===== src/rtl/inst_encode_stream_if.sv =====
// Request/response bundle of the RV32I encoder stream: request in, encoded word out.
// master drives requests and consumes words; slave is the encoder.
interface inst_encode_stream_if #(
   parameter int ADDR_W = 10
) ();
   logic              in_valid;
   logic              in_ready;
   logic [31:0]       operation;
   logic [4:0]        rd;
   logic [4:0]        rs1;
   logic [4:0]        rs2;
   logic [31:0]       imm;
   logic              out_valid;
   logic              out_ready;
   logic [31:0]       out_inst;
   logic [ADDR_W-1:0] out_addr;
   logic              err_illegal;
   logic [7:0]        err_count;

   modport master (
      output in_valid, operation, rd, rs1, rs2, imm, out_ready,
      input  in_ready, out_valid, out_inst, out_addr, err_illegal, err_count
   );

   modport slave (
      input  in_valid, operation, rd, rs1, rs2, imm, out_ready,
      output in_ready, out_valid, out_inst, out_addr, err_illegal, err_count
   );
endinterface


===== src/rtl/inst_encode_stream.sv =====
// Streams one-hot encode requests into RV32I words through a single output register,
// numbering each word with a byte address and counting rejected (non-one-hot) requests.
module inst_encode_stream #(
   parameter int ADDR_W    = 10,
   parameter int BASE_ADDR = 0
) (
   input logic                   clk,
   input logic                   rst,
   inst_encode_stream_if.slave   bus
);
   localparam logic [ADDR_W-1:0] BASE = ADDR_W'(BASE_ADDR);
   localparam logic [6:0] OPC_ALUI   = 7'b0010011;
   localparam logic [6:0] OPC_LOAD   = 7'b0000011;
   localparam logic [6:0] OPC_ALU    = 7'b0110011;
   localparam logic [6:0] OPC_LUI    = 7'b0110111;
   localparam logic [6:0] OPC_AUIPC  = 7'b0010111;
   localparam logic [6:0] OPC_STORE  = 7'b0100011;
   localparam logic [6:0] OPC_BRANCH = 7'b1100011;
   localparam logic [6:0] OPC_JAL    = 7'b1101111;
   localparam logic [6:0] OPC_JALR   = 7'b1100111;

   logic              r_valid;
   logic [31:0]       r_inst;
   logic [ADDR_W-1:0] r_addr;
   logic              r_err;
   logic [7:0]        r_cnt;

   logic [31:0] w_op;
   logic [31:0] w_imm;
   logic [4:0]  w_rd;
   logic [4:0]  w_rs1;
   logic [4:0]  w_rs2;
   logic [31:0] w_inst;
   logic        w_onehot;
   logic        w_in_ready;
   logic        w_accept;
   logic        w_legal;
   logic        w_illegal;
   logic        w_consume;

   assign w_op  = bus.operation;
   assign w_imm = bus.imm;
   assign w_rd  = bus.rd;
   assign w_rs1 = bus.rs1;
   assign w_rs2 = bus.rs2;

   // x & (x-1) clears the lowest set bit, so it is zero exactly when at most one bit is set.
   assign w_onehot   = (w_op != '0) && ((w_op & (w_op - 32'd1)) == '0);
   assign w_in_ready = !rst && (!r_valid || bus.out_ready);
   assign w_accept   = bus.in_valid && w_in_ready;
   assign w_legal    = w_accept && w_onehot;
   assign w_illegal  = w_accept && !w_onehot;
   assign w_consume  = r_valid && bus.out_ready;

   // NOTE: every output of a combinational block gets a default first, so no path infers a latch.
   always_comb begin
      w_inst = '0;
      case (1'b1)
         w_op[31]: w_inst = {w_imm[11:0], w_rs1, 3'd0, w_rd, OPC_ALUI};
         w_op[30]: w_inst = {w_imm[11:0], w_rs1, 3'd2, w_rd, OPC_ALUI};
         w_op[29]: w_inst = {w_imm[11:0], w_rs1, 3'd7, w_rd, OPC_ALUI};
         w_op[28]: w_inst = {w_imm[11:0], w_rs1, 3'd6, w_rd, OPC_ALUI};
         w_op[27]: w_inst = {w_imm[11:0], w_rs1, 3'd4, w_rd, OPC_ALUI};
         w_op[26]: w_inst = {w_imm[31:12], w_rd, OPC_LUI};
         w_op[25]: w_inst = {w_imm[31:12], w_rd, OPC_AUIPC};
         w_op[24]: w_inst = {7'h00, w_imm[4:0], w_rs1, 3'd1, w_rd, OPC_ALUI};
         w_op[23]: w_inst = {7'h00, w_imm[4:0], w_rs1, 3'd5, w_rd, OPC_ALUI};
         w_op[22]: w_inst = {7'h20, w_imm[4:0], w_rs1, 3'd5, w_rd, OPC_ALUI};
         w_op[21]: w_inst = {7'h00, w_rs2, w_rs1, 3'd0, w_rd, OPC_ALU};
         w_op[20]: w_inst = {7'h20, w_rs2, w_rs1, 3'd0, w_rd, OPC_ALU};
         w_op[19]: w_inst = {7'h00, w_rs2, w_rs1, 3'd4, w_rd, OPC_ALU};
         w_op[18]: w_inst = {7'h00, w_rs2, w_rs1, 3'd6, w_rd, OPC_ALU};
         w_op[17]: w_inst = {7'h00, w_rs2, w_rs1, 3'd7, w_rd, OPC_ALU};
         w_op[16]: w_inst = {7'h00, w_rs2, w_rs1, 3'd1, w_rd, OPC_ALU};
         w_op[15]: w_inst = {7'h00, w_rs2, w_rs1, 3'd5, w_rd, OPC_ALU};
         w_op[14]: w_inst = {7'h00, w_rs2, w_rs1, 3'd2, w_rd, OPC_ALU};
         w_op[13]: w_inst = {w_imm[11:0], w_rs1, 3'd0, w_rd, OPC_LOAD};
         w_op[12]: w_inst = {w_imm[11:0], w_rs1, 3'd1, w_rd, OPC_LOAD};
         w_op[11]: w_inst = {w_imm[11:0], w_rs1, 3'd2, w_rd, OPC_LOAD};
         w_op[10]: w_inst = {w_imm[11:5], w_rs2, w_rs1, 3'd0, w_imm[4:0], OPC_STORE};
         w_op[9]:  w_inst = {w_imm[11:5], w_rs2, w_rs1, 3'd1, w_imm[4:0], OPC_STORE};
         w_op[8]:  w_inst = {w_imm[11:5], w_rs2, w_rs1, 3'd2, w_imm[4:0], OPC_STORE};
         w_op[7]:  w_inst = {w_imm[20], w_imm[10:1], w_imm[11], w_imm[19:12], w_rd, OPC_JAL};
         w_op[6]:  w_inst = {w_imm[11:0], w_rs1, 3'd0, w_rd, OPC_JALR};
         w_op[5]:  w_inst = {w_imm[12], w_imm[10:5], w_rs2, w_rs1, 3'd0, w_imm[4:1], w_imm[11], OPC_BRANCH};
         w_op[4]:  w_inst = {w_imm[12], w_imm[10:5], w_rs2, w_rs1, 3'd1, w_imm[4:1], w_imm[11], OPC_BRANCH};
         w_op[3]:  w_inst = {w_imm[12], w_imm[10:5], w_rs2, w_rs1, 3'd4, w_imm[4:1], w_imm[11], OPC_BRANCH};
         w_op[2]:  w_inst = {w_imm[12], w_imm[10:5], w_rs2, w_rs1, 3'd5, w_imm[4:1], w_imm[11], OPC_BRANCH};
         w_op[1]:  w_inst = {w_imm[12], w_imm[10:5], w_rs2, w_rs1, 3'd6, w_imm[4:1], w_imm[11], OPC_BRANCH};
         w_op[0]:  w_inst = {w_imm[12], w_imm[10:5], w_rs2, w_rs1, 3'd7, w_imm[4:1], w_imm[11], OPC_BRANCH};
         default:  w_inst = '0;
      endcase
   end

   // NOTE: sequential state uses non-blocking assignments so every register samples pre-edge values.
   always_ff @(posedge clk) begin
      if (rst) begin
         r_valid <= 1'b0;
         r_inst  <= '0;
         r_addr  <= BASE;
         r_err   <= 1'b0;
         r_cnt   <= '0;
      end else begin
         if (w_legal) begin
            r_valid <= 1'b1;
            r_inst  <= w_inst;
         end else if (w_consume) begin
            r_valid <= 1'b0;
         end
         // out_addr always names the word currently (or next) in the register.
         if (w_consume) r_addr <= r_addr + ADDR_W'(4);
         r_err <= w_illegal;
         if (w_illegal && (r_cnt != 8'hFF)) r_cnt <= r_cnt + 8'd1;
      end
   end

   assign bus.in_ready    = w_in_ready;
   assign bus.out_valid   = r_valid;
   assign bus.out_inst    = r_inst;
   assign bus.out_addr    = r_addr;
   assign bus.err_illegal = r_err;
   assign bus.err_count   = r_cnt;
endmodule


===== src/flat_wrapper.sv =====
// flat-port wrapper written by rule: the top's interface ports become plain ports
module inst_encode_stream_flat 
#(
   parameter int ADDR_W    = 10,
   parameter int BASE_ADDR = 0
)
  (clk, rst, bus_in_valid, bus_operation, bus_rd, bus_rs1, bus_rs2, bus_imm, bus_out_ready, bus_in_ready, bus_out_valid, bus_out_inst, bus_out_addr, bus_err_illegal, bus_err_count);
  inst_encode_stream_if #(.ADDR_W(ADDR_W)) bus_i ();
  input logic clk;
  input logic rst;
  input wire logic [$bits(bus_i.in_valid)-1:0] bus_in_valid;
  input wire logic [$bits(bus_i.operation)-1:0] bus_operation;
  input wire logic [$bits(bus_i.rd)-1:0] bus_rd;
  input wire logic [$bits(bus_i.rs1)-1:0] bus_rs1;
  input wire logic [$bits(bus_i.rs2)-1:0] bus_rs2;
  input wire logic [$bits(bus_i.imm)-1:0] bus_imm;
  input wire logic [$bits(bus_i.out_ready)-1:0] bus_out_ready;
  output wire logic [$bits(bus_i.in_ready)-1:0] bus_in_ready;
  output wire logic [$bits(bus_i.out_valid)-1:0] bus_out_valid;
  output wire logic [$bits(bus_i.out_inst)-1:0] bus_out_inst;
  output wire logic [$bits(bus_i.out_addr)-1:0] bus_out_addr;
  output wire logic [$bits(bus_i.err_illegal)-1:0] bus_err_illegal;
  output wire logic [$bits(bus_i.err_count)-1:0] bus_err_count;
  assign bus_i.in_valid = bus_in_valid;
  assign bus_i.operation = bus_operation;
  assign bus_i.rd = bus_rd;
  assign bus_i.rs1 = bus_rs1;
  assign bus_i.rs2 = bus_rs2;
  assign bus_i.imm = bus_imm;
  assign bus_i.out_ready = bus_out_ready;
  assign bus_in_ready = bus_i.in_ready;
  assign bus_out_valid = bus_i.out_valid;
  assign bus_out_inst = bus_i.out_inst;
  assign bus_out_addr = bus_i.out_addr;
  assign bus_err_illegal = bus_i.err_illegal;
  assign bus_err_count = bus_i.err_count;
  inst_encode_stream #(.ADDR_W(ADDR_W), .BASE_ADDR(BASE_ADDR)) u_core (.clk(clk), .rst(rst), .bus(bus_i));
endmodule

===== config.mk =====
export PLATFORM = sky130hd
export DESIGN_NAME = inst_encode_stream_flat
export DESIGN_NICKNAME = d
export VERILOG_FILES = /design/src/rtl/inst_encode_stream_if.sv /design/src/rtl/inst_encode_stream.sv /design/src/flat_wrapper.sv
export SDC_FILE = /design/constraint.sdc
export NUM_CORES = 1
export LEC_CHECK = 0
export CORE_MARGIN = 3
export CORE_UTILIZATION = 35
export DETAILED_ROUTE_END_ITERATION = 8
export PLACE_DENSITY = 0.75
export SYNTH_ARGS = -nofsm -noshare
export SYNTH_HDL_FRONTEND = slang
export SYNTH_SLANG_ARGS = --single-unit

===== constraint.sdc =====
create_clock -name clk -period 3.3 [get_ports clk]
set_clock_uncertainty 0.2 [all_clocks]
set_input_delay 0.66 -clock clk [delete_from_list [all_inputs] [get_ports clk]]
set_output_delay 0.66 -clock clk [all_outputs]
set_load 0.05 [all_outputs]

==> impl_metrics.yaml <==
synthesis:
  ys_async_sr_fraction: 0
  yosysWarnings: 0
  synth_edf_count: 0
  synthCells: 424
  synth-seq-cells: 49
  yosysSeqAreaShare: 0.2971
  ys_types: 66
  netlist.top_cell.by_area: "dfxtp_1"
  synth.area.top_cells: "dfxtp_1 (30%), nor2_1 (7.8%), o21ai_0 (3.5%)"
  synth_top_area_frac: 0.2971
  syn_area_per_cell_um2: 7.788
  syn_area_um2: 3302
  synth_flop_cell: "dfxtp_1"
routing:
  m1WireLength_um: 5292
  dr.max_layer_used: "met4"
  wl_met3_um: 1151
  dr_wl_met2_um: 6497
  routed_wl_um: 13300
  drt-pass1-iter-count: 5
  drtAntennaViolNets: 0
  wl_per_cell_um: 17.78
  drc: 0
  vias: 4279
  avgViaCountPerCell: 5.721
  drt_iter0_drc: 251
sta:
  setup_viol: 0
  fmax_mhz: 309.3
  layout_min_cycle_time_ns: 3.233
  drv_slew: 0
  worst_slack_ns: 0.06673
  period_share: 0.9798
  worst_pin_slew_ns: 0.6626
  finalHoldViolations: 0
  slew_headroom: 0.5548
cts:
  clock_path_buffers: 2
  numCtsBuffers: 5
  clkLatencyLatePin_ns: 0.30
  h-tree-depth: 2
  ctsHoldBuffers: 0
  root_buffer: "clkbuf_8"
  clock-sinks: 49
  cts_tree: "done"
  path_clk_slew_ns: 0.09
critical_path:
  reg2reg_from: "u_core.bus.out_valid"
  startpoint_type: "input pin"
  worst_path_most_repeated_cell: "buf_12"
  arrival_ns: 3.20
  rr_worst_depth: 7
  end_kind: "register"
  worst-setup-path-type: "input pin to register"
  r2r_slack_ns: 1.38
  critPathSlowestCell: "or4_1"
  required_ns: 3.26
  rr_endpoint: "u_core.bus.out_inst[3]"
  path_cells: "dlygate4sd2_1, or2_4, buf_4, or4_1, o21ai_1, o2111ai_2, nor4_4, and3b_2, buf_12, buf_12, mux2i_1, nor2_1"
  slowest_delay_ns: 0.46
  path_max_fanout: 8
floorplanning:
  ios: 136
  die_h_um: 103.1
  die_x_um: 103.1
  core_um2: 8934
  dieArea_um2: 10640
  rows: 34
  start_util: 0.3696
power_and_ir_drop:
  p_per_area_nw_per_um2: 234.2
  peakVddDrop_uv: 202.6
  p_leak_nw: 2.216
finish:
  fin_nets: 725
  diodes: 0
  fin_cells: 748
  final_common_cell: "clkdlybuf4s50_1"
  final_area_um2: 5827
  drive_above_1_share: 0.2734
  final_cell_mix: "clkdlybuf4s50_1 (106), buf_4 (88), nor2_1 (68)"
  area_delta_synth_final_pct: 76.47
  nFillCells: 717
placement:
  routabilityCongestion: 0.9551
  hpwl_um: 9896
  postPlaceCellArea_um2: 5288
  dpl_worst_slack_ns: -0.6197
  port_buffers: 133
  place_inst: 718
grt:
  grt_antenna_before_repair: 0
  grt-ovfl-total: 0
  grt_max_degree: 52
  grt_pass1_vias: 4228
  grt_pass1_wl_um: 20210
  track_usage: 0.2376
hold_path:
  hp-start: "u_core.bus.out_inst[12]"
  hold_class: "register to register"
  min_to: "u_core.bus.out_inst[12]"
  hold_path_depth: 2
outcome:
  status: "completed"
job:
  maxCapViolations: 0
-- state kept, by name (all words and copies together), names as in the netlist --
| register | flops |
|---|---|
| u_core.bus.err_count | 8 |
| u_core.bus.err_illegal | 1 |
| u_core.bus.out_addr | 8 |
| u_core.bus.out_inst | 31 |
| u_core.bus.out_valid | 1 |
-- kinds of logic (layout without fill, tap and decap cells) --
logic type,count (synthesis),count (layout),share of synthesized area
simple gates,191,191,0.3013
other cells,1,2,0.001136
flops,49,49,0.2971
fa+ha+maj,3,3,0.01061
buf+inv,38,253,0.05949
compound gates,126,126,0.2831
mux,11,11,0.03410
xor+xnor,5,5,0.01326
-- critical path, delay by kind of cell --
family / cells / cell delay, ns
multiplexers: 1 / 0.22
AO/OA/AOI/OAI: 2 / 0.35
buffers and inverters: 4 / 0.67
AND/OR/NAND/NOR: 5 / 1.28
-- synthesized netlist by cell type, drive strengths merged, types with 6 or more instances --
| cell | instances |
|---|---|
| a21oi | 21 |
| buf | 13 |
| nor3 | 17 |
| nand3 | 13 |
| a31oi | 6 |
| nor2b | 6 |
| nor2 | 69 |
| o31ai | 7 |
| nand2 | 24 |
| nor4 | 10 |
| nand4 | 12 |
| a211oi | 21 |
| mux2i | 9 |
| clkbuf | 18 |
| dfxtp | 49 |
| nand2b | 12 |
| or3 | 7 |
| a22oi | 12 |
| inv | 7 |
| o21ai | 23 |
-- metrics by stage --
step	TNS [ns]	util	hold WS [ns]	total power, mW
final	0	0.6522	0.2857	1.365
after CTS	0	0.6336	0.2876	1.356
after detailed placement	-19.59	0.5919	0.2725	0.9446
after global routing	-0.004626	0.6522	0.3101	1.426
after global placement	-19.27	0.5919	0.2595	0.9423
after floorplan	0	-	0.4906	0.7333
-- final cells by class --
type | instances | area [um2] | share of cell area
tap | 108 | 135.1 | 0.02319
timing repair buffer | 239 | 2258 | 0.3876
sequential | 49 | 980.9 | 0.1683
clock inverter | 2 | 35.03 | 0.006012
clock buffer | 5 | 68.82 | 0.01181
inverter | 7 | 26.28 | 0.004509
multi-input combinational | 338 | 2322 | 0.3985
-- where the power goes --
part	switching, mW	internal (mW)	leakage, nW
combinational	0.172	0.179	1.77
sequential	0.00409	0.595	0.395
clock	0.195	0.221	0.0540
total	0.371	0.994	2.22
-- per-layer routing --
metal  global-route usage  vias to the layer above
li1                     -                     2039
met1               0.2889                     1979
met2               0.4124                      219
met3              0.05413                       42
met4              0.07968                        0
met5                    0                        -
-- worst max-delay path by stage --
stage,startpoint,endpoint,slack (ns),cells past startpoint
after floorplan,bus_operation[8],u_core.bus.out_inst[15],0.01,11
after detailed placement,bus_operation[1],u_core.bus.out_inst[11],-0.62,10
after CTS,bus_operation[19],u_core.bus.out_inst[9],0.001,13
after global placement,bus_operation[0],u_core.bus.out_inst[6],-0.59,10
final,bus_operation[17],u_core.bus.out_inst[3],0.07,12
after global routing,bus_operation[6],u_core.bus.out_inst[3],-0.005,13
-- what timing repair did --
item,CTS,global route
gates cloned,3,1
buffers inserted,13,7
setup endpoints to repair,40,29
resized for setup,42,55
endpoints found under the hold margin,0,0
pin swaps,21,12
Power figures use the tool's default switching activity.
